===== src/rtl/uart_tx_serializer.sv =====
// UART transmit serializer: start bit, LSB-first data, optional parity, stop bit(s).
// Bit timing comes from the rising edge of tx_clk, sampled as a level in the clk domain.
module uart_tx_serializer #(
  parameter int unsigned DATA_BITS  = 8,
  parameter int unsigned PARITY_EN  = 0,
  parameter int unsigned PARITY_ODD = 0,
  parameter int unsigned STOP_BITS  = 1
) (
  input  logic                 clk,
  input  logic                 rst,
  input  logic                 tx_clk,
  input  logic                 newd,
  input  logic [DATA_BITS-1:0] tx_data,
  output logic                 tx,
  output logic                 busy,
  output logic                 donetx
);

  localparam int unsigned CntW = $clog2(DATA_BITS);
  localparam logic [CntW-1:0] LastBit  = CntW'(DATA_BITS - 1);
  localparam logic [CntW-1:0] LastStop = CntW'(STOP_BITS - 1);

  typedef enum logic [2:0] {StIdle, StStart, StData, StParity, StStop} state_e;

  state_e               state_q, state_d;
  logic                 tx_clk_q;
  logic [DATA_BITS-1:0] shift_q, shift_d;
  logic                 parity_q, parity_d;
  logic [CntW-1:0]      bitcnt_q, bitcnt_d;
  logic [CntW-1:0]      stopcnt_q, stopcnt_d;
  logic                 pending_q, pending_d;
  logic                 tx_q, tx_d;
  logic                 busy_q, busy_d;
  logic                 done_q, done_d;
  logic                 tick;
  logic                 accept;

  assign tick   = tx_clk & ~tx_clk_q;
  assign accept = newd & ~busy_q;

  always_ff @(posedge clk) begin
    if (rst) begin
      state_q   <= StIdle;
      tx_clk_q  <= 1'b0;
      shift_q   <= '0;
      parity_q  <= 1'b0;
      bitcnt_q  <= '0;
      stopcnt_q <= '0;
      pending_q <= 1'b0;
      tx_q      <= 1'b1;
      busy_q    <= 1'b0;
      done_q    <= 1'b0;
    end else begin
      state_q   <= state_d;
      tx_clk_q  <= tx_clk;
      shift_q   <= shift_d;
      parity_q  <= parity_d;
      bitcnt_q  <= bitcnt_d;
      stopcnt_q <= stopcnt_d;
      pending_q <= pending_d;
      tx_q      <= tx_d;
      busy_q    <= busy_d;
      done_q    <= done_d;
    end
  end

  always_comb begin
    state_d   = state_q;
    shift_d   = shift_q;
    parity_d  = parity_q;
    bitcnt_d  = bitcnt_q;
    stopcnt_d = stopcnt_q;
    pending_d = pending_q;
    tx_d      = tx_q;
    busy_d    = busy_q;
    done_d    = 1'b0;

    // Acceptance only happens in idle, so it never collides with a tick-driven update.
    if (accept) begin
      shift_d   = tx_data;
      parity_d  = (^tx_data) ^ (PARITY_ODD != 0);
      pending_d = 1'b1;
      busy_d    = 1'b1;
    end

    if (tick) begin
      unique case (state_q)
        StIdle: begin
          if (pending_q) begin
            tx_d    = 1'b0;
            state_d = StStart;
          end
        end
        StStart: begin
          tx_d     = shift_q[0];
          shift_d  = shift_q >> 1;
          bitcnt_d = '0;
          state_d  = StData;
        end
        StData: begin
          if (bitcnt_q == LastBit) begin
            if (PARITY_EN != 0) begin
              tx_d    = parity_q;
              state_d = StParity;
            end else begin
              tx_d      = 1'b1;
              stopcnt_d = '0;
              state_d   = StStop;
            end
          end else begin
            tx_d     = shift_q[0];
            shift_d  = shift_q >> 1;
            bitcnt_d = bitcnt_q + CntW'(1);
          end
        end
        StParity: begin
          tx_d      = 1'b1;
          stopcnt_d = '0;
          state_d   = StStop;
        end
        StStop: begin
          if (stopcnt_q == LastStop) begin
            state_d   = StIdle;
            busy_d    = 1'b0;
            done_d    = 1'b1;
            pending_d = 1'b0;
          end else begin
            stopcnt_d = stopcnt_q + CntW'(1);
          end
        end
        default: state_d = StIdle;
      endcase
    end
  end

  assign tx     = tx_q;
  assign busy   = busy_q;
  assign donetx = done_q;

endmodule


===== config.mk =====
export PLATFORM = sky130hd
export DESIGN_NAME = uart_tx_serializer
export DESIGN_NICKNAME = d
export VERILOG_FILES = /design/src/rtl/uart_tx_serializer.sv
export SDC_FILE = /design/constraint.sdc
export NUM_CORES = 1
export LEC_CHECK = 0
export BUFFER_PORTS_ARGS = -buffer_cell sky130_fd_sc_hd__buf_2
export CORE_MARGIN = 2
export CORE_UTILIZATION = 50
export DETAILED_ROUTE_END_ITERATION = 8
export GPL_ROUTABILITY_DRIVEN = 0
export GPL_TIMING_DRIVEN = 1
export MAX_ROUTING_LAYER = met4
export PLACE_DENSITY = 0.74
export SYNTH_ARGS = -nofsm -noshare
export SYNTH_HDL_FRONTEND = slang
export SYNTH_SLANG_ARGS = --single-unit

===== constraint.sdc =====
create_clock -name clk -period 1.8 [get_ports clk]
set_clock_uncertainty 0.15 [all_clocks]
set_input_delay 0.54 -clock clk [delete_from_list [all_inputs] [get_ports clk]]
set_output_delay 0.54 -clock clk [all_outputs]
set_load 0.005 [all_outputs]

==> impl_metrics.json, run 1 <==
{
  "synth_area_um2": 1147,
  "nets": 158,
  "async_reset_ff_share_pct": 0,
  "dpl_cell_area_um2": 1296,
  "routed_wl_mm": 2.174,
  "syn2layout_area_growth_pct": 20.17,
  "fillers": 182,
  "reg2reg_from": "bitcnt_q[1]",
  "tritoncts": "done",
  "arrival_ps": 1870,
  "wl_per_cell_um": 12.94,
  "postSynth.topFlopCell": "dfxtp_1",
  "dp_slack_ps": -128.1,
  "ir_worst_vdd_mv": 0.4751,
  "die_x_um": 51.91,
  "fin_ws_ps": 23.80,
  "cts-hold-fix-buffers": 0,
  "critical_path.startpoint": "bitcnt_q[1]",
  "fmax_mhz": 563.0,
  "rows": 17,
  "start_kind": "flop",
  "firstDrtPassIters": 4,
  "critical_path.max_fanout": 8,
  "dieArea_um2": 2694,
  "yosysSeqAreaShare_pct": 38.39,
  "htreeDepth": 1,
  "seqCellArea_um2": 442.9,
  "placed_cells": 164,
  "vias": 947,
  "grt_pass1_vias": 827,
  "core_area_um2": 2191,
  "fp.dieH_um": 51.91,
  "synth_edf_count": 0,
  "grt_pass1_wl_mm": 3.636,
  "worstSetupPathType": "flop to flop",
  "vias_per_cell": 5.637,
  "drv_cap": 0,
  "drtIter0Drc": 21,
  "required_ps": 1890,
  "yosys_register_bits": 22,
  "clock-sinks": 22,
  "power_density_nw_per_um2": 670.7,
  "dp_hpwl_mm": 1.579,
  "cp_common_cell": "ha_4",
  "ant_nets": 0,
  "grt_max_degree": 15,
  "grt_usage_pct": 19.30,
  "maxSlewViolCount": 0,
  "p_leak_uw": 0.0005316,
  "final_cells": 168,
  "hold_path.startpoint": "newd",
  "finalSetupTns_ps": 0,
  "clockRootBuffer": "clkbuf_4",
  "cp_cell_sequence": "ha_4 > ha_4 > or3b_4 > a21o_4 > a211oi_2",
  "initial_utilization_pct": 52.37,
  "slowest_stage": "or3b_4",
  "ys_types": 38,
  "rsz0062_at_grt": "yes",
  "fin_crit_sh_pct": 98.68,
  "fin_crit_ps": 1776,
  "tightest_slew_ps": 414.5,
  "drive_gt1_share_pct": 33.57,
  "netlist_instances": 121,
  "path_clk_slew_ps": 120,
  "insertion_delay_ps": 310,
  "cts_buffers": 3,
  "diodes": 0,
  "design_area_um2": 1379,
  "portBuffers": 14,
  "postSynthAreaPerCell_um2": 9.482,
  "setup_viol": 0,
  "slowest_delay_ps": 420,
  "multi_input_area_um2": 693.2,
  "synth_warnings": 0,
  "hold_class": "primary input to flop",
  "fin_util_pct": 62.94,
  "ctsLongestPathBuffers": 2,
  "gr-total-overflow": 0,
  "worstSetupEndpointType": "flop",
  "status": "complete, no violations",
  "antenna_found_initial": 0,
  "synth.net_count": 138,
  "slew_headroom_pct": 72.24,
  "route.detailed.drc": 0,
  "hold_viol": 0,
  "ios": 15
}
[cell type report]
class | instances | area share, %
Inverter | 7 | 1.906
Timing Repair Buffer | 24 | 10.53
Tap cell | 28 | 2.541
Sequential cell | 22 | 32.12
Clock buffer | 4 | 2.632
Multi-Input combinational cell | 83 | 50.27
[metal layers]
metal | track usage, % | vias up | share of wire (%)
li1 | - | 487 | -
met1 | 24.64 | 426 | 47
met2 | 27.43 | 28 | 44
met3 | 2.586 | 6 | 4.6
met4 | 14.91 | 0 | 3.7
met5 | - | - | 0
[Yosys cell counts (4+ instances only)]
library cell | instances | area (um2)
nor2_1 | 5 | 18.77
ha_1 | 5 | 62.56
dfxtp_1 | 22 | 440.4
inv_1 | 7 | 26.28
a211oi_2 | 7 | 87.58
a211oi_1 | 7 | 52.55
mux2i_1 | 8 | 80.08
clkbuf_1 | 5 | 18.77
nor2b_1 | 4 | 25.02
buf_2 | 4 | 20.02
nand2_1 | 6 | 22.52
[registers in the layout (all words and copies together) (netlist names)]
| register | cells |
|---|---|
| tx_clk_q | 1 |
| tx | 1 |
| bitcnt_q | 3 |
| state_q | 3 |
| shift_q | 8 |
| stopcnt_q | 3 |
| busy | 1 |
| pending_q | 1 |
| donetx | 1 |
[kinds of logic (layout without fill, tap and decap cells)]
kind of cell	Yosys count	after routing	synth area share [%]
multiplexers	8	8	6.980
adder cells (fa/ha/maj)	5	5	5.453
AO/OA/AOI/OAI	35	35	25.63
AND/OR/NAND/NOR	35	35	17.89
flip-flops	22	22	38.39
buffers and inverters	16	35	5.671
[placed cells by master, fill, tap and decap left out, types with 2 or more instances in the layout]
cell      instances
inv_1             7
buf_2            14
or3b_4            2
nand2_1           6
nand2b_1          3
dfxtp_1          20
buf_4            10
a21oi_1           2
mux2i_1           8
o21ai_0           2
nor3_1            3
nand4_1           2
a211oi_2          7
dfxtp_2           2
o21a_1            3
ha_1              3
nor2_1            5
clkbuf_4          3
nor2b_1           4
nand3_1           2
a211oi_1          7
ha_4              2
[path summary, 6_finish.rpt]
path	endpoint	slack, ps	cells after the start
setup / recovery	shift_q[5]	20	5
hold / removal	busy	270	2
setup reg to reg	shift_q[5]	20	5
hold reg to reg	stopcnt_q[1]	350	2
[per-stage QoR]
stage | power [uW] | hold slack (ps)
after global placement | 647.7 | 315.7
after detailed placement | 652.2 | 333.8
after global routing | 964.3 | 268.7
after CTS | 931.3 | 265.7
final | 924.7 | 273.0
after floorplan | 612.2 | 308.1
[report_power, final]
part / leakage (uW) / switching (uW) / total (uW) / internal [uW]
sequential: 0.000181 / 13.6 / 522 / 509
clock: 0.0000210 / 158 / 282 / 124
combinational: 0.000330 / 61.7 / 121 / 59.1
total: 0.000532 / 233 / 925 / 691
[timing repair]
item,CTS,global route
endpoints found under the setup margin,8,11
pin swaps,3,4
setup buffers,0,0
gates resized for setup,7,4
[worst max-delay path: cells and delay by family, from the launching register on]
family | cells | cell delay (ps)
flip-flops | 1 | 360
AO/OA/AOI/OAI | 2 | 460
adder cells (fa/ha/maj) | 2 | 320
AND/OR/NAND/NOR | 1 | 420
Note: power is estimated with default switching activity, not from simulation.
==> run 2: changes to the inputs <==
--- a/config.mk
+++ b/config.mk
@@ -12,7 +12,7 @@
 export GPL_ROUTABILITY_DRIVEN = 0
 export GPL_TIMING_DRIVEN = 1
 export MAX_ROUTING_LAYER = met4
-export PLACE_DENSITY = 0.74
+export PLACE_DENSITY_LB_ADDON = 0.08
 export SYNTH_ARGS = -nofsm -noshare
 export SYNTH_HDL_FRONTEND = slang
 export SYNTH_SLANG_ARGS = --single-unit
==> run 2 against run 1 <==
Against the previous run:
- sequential power barely moved
- clock power decreased by 23%
- total power shrank 7.3%
- critical endpoint is now shift_q[1]
- combinational power about the same
- die area is the same
- register-to-register slack is essentially flat
- via count increased by 0.42%
- routed wire length increased by 0.14%
==> impl_metrics.json, run 2 (synthesis gave the netlist of run 1 again) <==
{
  "die_x_um": 51.91,
  "dp_hpwl_mm": 1.603,
  "core_area_um2": 2191,
  "ctsLongestPathBuffers": 2,
  "ant_nets": 0,
  "start_kind": "flop",
  "diodes": 0,
  "ios": 15,
  "grt_pass1_wl_mm": 3.684,
  "ir_worst_vdd_mv": 0.3326,
  "vias": 951,
  "routed_wl_mm": 2.177,
  "fin_ws_ps": 37.75,
  "gr-total-overflow": 0,
  "maxSlewViolCount": 0,
  "slew_headroom_pct": 71.94,
  "cts-hold-fix-buffers": 0,
  "wl_per_cell_um": 13.11,
  "syn2layout_area_growth_pct": 17.67,
  "critical_path.max_fanout": 8,
  "p_total_uw": 857.1,
  "fmax_mhz": 567.5,
  "firstDrtPassIters": 4,
  "htreeDepth": 1,
  "fin_crit_sh_pct": 97.90,
  "layout_common_cells": "dfxtp_1, buf_2, buf_4, mux2i_1, a211oi_2",
  "setup_viol": 0,
  "route.detailed.drc": 0,
  "tightest_slew_ps": 419.1,
  "status": "complete, no violations",
  "portBuffers": 14,
  "clockRootBuffer": "clkbuf_4",
  "cts_buffers": 3,
  "drtIter0Drc": 20,
  "insertion_delay_ps": 300,
  "mostFrequentLayoutCell": "dfxtp_1",
  "top_register": "shift_q",
  "drv_cap": 0,
  "grt_pass1_vias": 826,
  "largest_reg_flops": 8,
  "worstSetupPathType": "flop to flop",
  "path_clk_slew_ps": 110,
  "power_density_nw_per_um2": 634.9,
  "hold_class": "primary input to flop",
  "rows": 17,
  "p_leak_uw": 0.0005134,
  "worstSetupEndpointType": "flop",
  "required_ps": 1880,
  "rsz0062_at_grt": "yes",
  "dp_slack_ps": -122.1,
  "fin_crit_ps": 1762,
  "grt_usage_pct": 18.73,
  "dieArea_um2": 2694,
  "fp.dieH_um": 51.91,
  "initial_utilization_pct": 52.37,
  "hold_viol": 0,
  "arrival_ps": 1840,
  "clock-sinks": 22,
  "vias_per_cell": 5.729,
  "drive_gt1_share_pct": 31.16,
  "tritoncts": "done",
  "antenna_found_initial": 0,
  "nets": 157,
  "grt_max_degree": 13
}
==> run 2: changes by cell type in the layout (fill, tap and decap cells not counted) <==
cell | previous run | this run
a211oi_1 | 7 | 6
a211oi_2 | 7 | 8
buf_4 | 10 | 9
clkbuf_8 | 1 | 0
o32ai_1 | 1 | 2
o32ai_2 | 1 | 0
or2_1 | 0 | 1
or2_4 | 1 | 0
or3b_1 | 1 | 2
or3b_4 | 2 | 1
==> run 2: final timing paths <==
kind / startpoint / end / slack, ps / depth (start not counted)
worst max register to register: bitcnt_q[1] / shift_q[1] / 40 / 5
worst min register to register: busy / busy / 350 / 1
worst max-delay path: bitcnt_q[1] / shift_q[1] / 40 / 5
worst min-delay path: newd / busy / 280 / 2
==> run 2: final cells by class <==
cell class	instances	area, um2
repair buffers	23	137.6
clock buffers	3	22.52
inverters	7	26.28
flip-flops and latches	22	442.9
multi-input cells	83	685.7
well taps	28	35.03
fillers	192	840.8
==> run 2: routing by layer <==
metal / global-route usage, % / wire length [um] / up-vias
li1: - / - / 485
met1: 25.49 / 1079 / 446
met2: 27.22 / 996 / 16
met3: 2.586 / 70 / 4
met4: 9.211 / 30 / 0
met5: - / 0 / -
==> run 2: critical path: stages (launching register included) <==
cell,delay [ps]
dfxtp_2,350
ha_4,170
ha_4,150
or3b_4,420
a21o_4,270
a211oi_2,180
==> run 2: what timing repair did <==
| item | CTS | global route |
|---|---|---|
| hold endpoints to repair | 0 | 0 |
| resized for setup | 7 | 2 |
| setup buffers | 0 | 0 |
| pin swaps | 4 | 3 |
| endpoints found under the setup margin | 10 | 11 |
==> run 2: report_power, final <==
group | switching, uW | leakage (uW) | internal, uW
registers | 13.0 | 0.000181 | 508
logic | 61.7 | 0.000319 | 57.5
clock network | 138 | 0.0000138 | 78.1
==> run 2: through the flow <==
stage | TNS [ps] | std cells | util (%) | cell area (um2) | hold WS [ps]
after floorplan | 0 | 121 | - | 1155 | 308.1
after global placement | -528.1 | 163 | 58.82 | 1289 | 315.0
after detailed placement | -924.7 | 163 | 58.82 | 1289 | 327.0
after CTS | -38.18 | 166 | 61.22 | 1341 | 276.5
after global routing | -20.42 | 166 | 61.62 | 1350 | 279.1
final | 0 | 166 | 61.62 | 1350 | 284.1
==> run 3: changes to the inputs <==
--- a/config.mk
+++ b/config.mk
@@ -7,7 +7,7 @@
 export LEC_CHECK = 0
 export BUFFER_PORTS_ARGS = -buffer_cell sky130_fd_sc_hd__buf_2
 export CORE_MARGIN = 2
-export CORE_UTILIZATION = 50
+export CORE_UTILIZATION = 55
 export DETAILED_ROUTE_END_ITERATION = 8
 export GPL_ROUTABILITY_DRIVEN = 0
 export GPL_TIMING_DRIVEN = 1
==> constraint.sdc (replaced) <==
create_clock -name clk -period 2 [get_ports clk]
set_clock_uncertainty 0.15 [all_clocks]
set_input_delay 0.6 -clock clk [delete_from_list [all_inputs] [get_ports clk]]
set_output_delay 0.6 -clock clk [all_outputs]
set_load 0.005 [all_outputs]
==> run 3 against run 2 <==
Against the previous run:
- clock power up 14%
- via count fell by 0.53%
- core utilization rose by 4.6 points
- total power fell by 4.2%
- cell area decreased by 3.7%
- non-clock buffer count fell by 4
- register-to-register slack better by 70 ps
- largest cell class unchanged
==> impl_metrics.json, run 3 (synthesis gave the netlist of run 1 again) <==
{
  "status": "complete, no violations",
  "r2r_end": "shift_q[6]",
  "drv_cap": 0,
  "ant_nets": 0,
  "grt_pass1_wl_mm": 3.753,
  "firstDrtPassIters": 4,
  "grt_pass1_vias": 829,
  "slew_headroom_pct": 70.87,
  "required_ps": 2080,
  "worstSetupEndpointType": "flop",
  "portBuffers": 14,
  "top_register": "shift_q",
  "cts_buffers": 3,
  "routed_wl_mm": 2.159,
  "worst_hold_path.num_cells": 2,
  "setup_viol": 0,
  "slowest_stage": "or3b_4",
  "ctsLongestPathBuffers": 2,
  "rows": 16,
  "vias": 946,
  "grt_max_degree": 22,
  "worstSetupPathType": "flop to flop",
  "ir_worst_vdd_mv": 0.4409,
  "power_density_nw_per_um2": 631.7,
  "fp.dieH_um": 49.68,
  "insertion_delay_ps": 310,
  "grt_usage_pct": 20.52,
  "drtIter0Drc": 25,
  "dieArea_um2": 2468,
  "clockRootBuffer": "clkbuf_4",
  "htreeDepth": 1,
  "route.detailed.drc": 0,
  "critical_path.startpoint": "bitcnt_q[0]",
  "seqCellArea_um2": 440.4,
  "wl_per_cell_um": 13.33,
  "hold_class": "primary input to flop",
  "antenna_found_initial": 0,
  "drive_gt1_share_pct": 25.93,
  "syn2layout_area_growth_pct": 13.30,
  "clock-sinks": 22,
  "cp_cell_sequence": "ha_1 > ha_1 > or3b_4 > a21o_4 > a211oi_2",
  "tritoncts": "done",
  "fin_crit_sh_pct": 94.86,
  "hold_viol": 0,
  "vias_per_cell": 5.840,
  "p_leak_uw": 0.0005036,
  "arrival_ps": 1980,
  "path_clk_slew_ps": 120,
  "nets": 153,
  "fin_ws_ps": 102.8,
  "min_to": "busy",
  "hold_path.startpoint": "newd",
  "cp_common_cell": "ha_1",
  "critical_path.max_fanout": 8,
  "start_kind": "flop",
  "largest_reg_flops": 8,
  "ios": 15,
  "dp_slack_ps": -13.60,
  "r2r_slack_ps": 100,
  "slowest_delay_ps": 420,
  "fmax_mhz": 527.1,
  "rsz0062_at_grt": "no",
  "p_total_uw": 821.3,
  "multi_input_area_um2": 655.6,
  "gr-total-overflow": 0,
  "core_area_um2": 1962,
  "reg2reg_from": "bitcnt_q[0]",
  "diodes": 0,
  "dp_hpwl_mm": 1.589,
  "fin_crit_ps": 1897,
  "layout_common_cells": "dfxtp_1, buf_2, mux2i_1",
  "cts-hold-fix-buffers": 0,
  "rr_worst_depth": 5,
  "die_x_um": 49.68,
  "mostFrequentLayoutCell": "dfxtp_1",
  "initial_utilization_pct": 58.48,
  "post_cts_buffers": 0,
  "tightest_slew_ps": 435.1,
  "maxSlewViolCount": 0,
  "fillers": 185
}
-- run 3: changes by cell type in the layout (fill, tap and decap cells not counted) --
cell	previous run	this run
ha_1	3	5
dfxtp_2	2	0
buf_4	9	5
a211oi_2	8	7
a211oi_1	6	7
dfxtp_1	20	22
clkbuf_8	0	1
ha_4	2	0
-- run 3: final cells by class --
| cell class | count | share of cell area (%) |
|---|---|---|
| Multi-Input combinational cell | 83 | 50.43 |
| Inverter | 7 | 2.021 |
| Sequential cell | 22 | 33.88 |
| Tap cell | 27 | 2.599 |
| Timing Repair Buffer | 19 | 8.277 |
| Clock buffer | 4 | 2.791 |
-- run 3: what timing repair did --
action / 4_1_cts / 5_1_grt
pin swaps: 0 / 0
endpoints found under the hold margin: 0 / 0
endpoints found under the setup margin: 7 / 2
resized for setup: 2 / 2
-- run 3: per-stage QoR --
stage	cell area, um2	utilization (%)	hold slack, ps	std cells	TNS (ps)
after floorplan	1147	-	308.1	121	0
after global placement	1250	63.71	313.1	158	0
after detailed placement	1250	63.71	321.5	158	-24.95
after CTS	1290	65.75	330.2	162	0
after global routing	1300	66.26	335.7	162	0
final	1300	66.26	335.9	162	0
-- run 3: metal layers --
| metal | GRT usage, % | vias to the layer above | wire length [um] |
|---|---|---|---|
| met4 | 8.333 | 0 | 34 |
| met3 | 3.636 | 4 | 95 |
| li1 | - | 479 | - |
| met1 | 27.22 | 438 | 1068 |
| met5 | - | - | 0 |
| met2 | 30.89 | 25 | 961 |
-- run 3: worst max-delay path by stage --
| stage | to | slack, ps |
|---|---|---|
| after CTS | shift_q[6] | 50 |
| after floorplan | shift_q[0] | 140 |
| after global placement | shift_q[0] | 60 |
| after global routing | shift_q[6] | 20 |
| after detailed placement | shift_q[6] | -10 |
| final | shift_q[6] | 100 |
-- run 3: report_power, final --
group | switching (uW) | total (uW) | internal, uW | leakage, uW
registers | 13.3 | 471 | 458 | 0.000180
clock network | 136 | 247 | 111 | 0.0000210
logic | 53.6 | 104 | 50.0 | 0.000303
-- run 3: critical path: cells and delay by family (launching register included) --
kind	cells	cell delay, ps
AOI/OAI and AO/OA	2	470
adders and majority gates	2	440
and+or+nand+nor	1	420
DFF	1	350
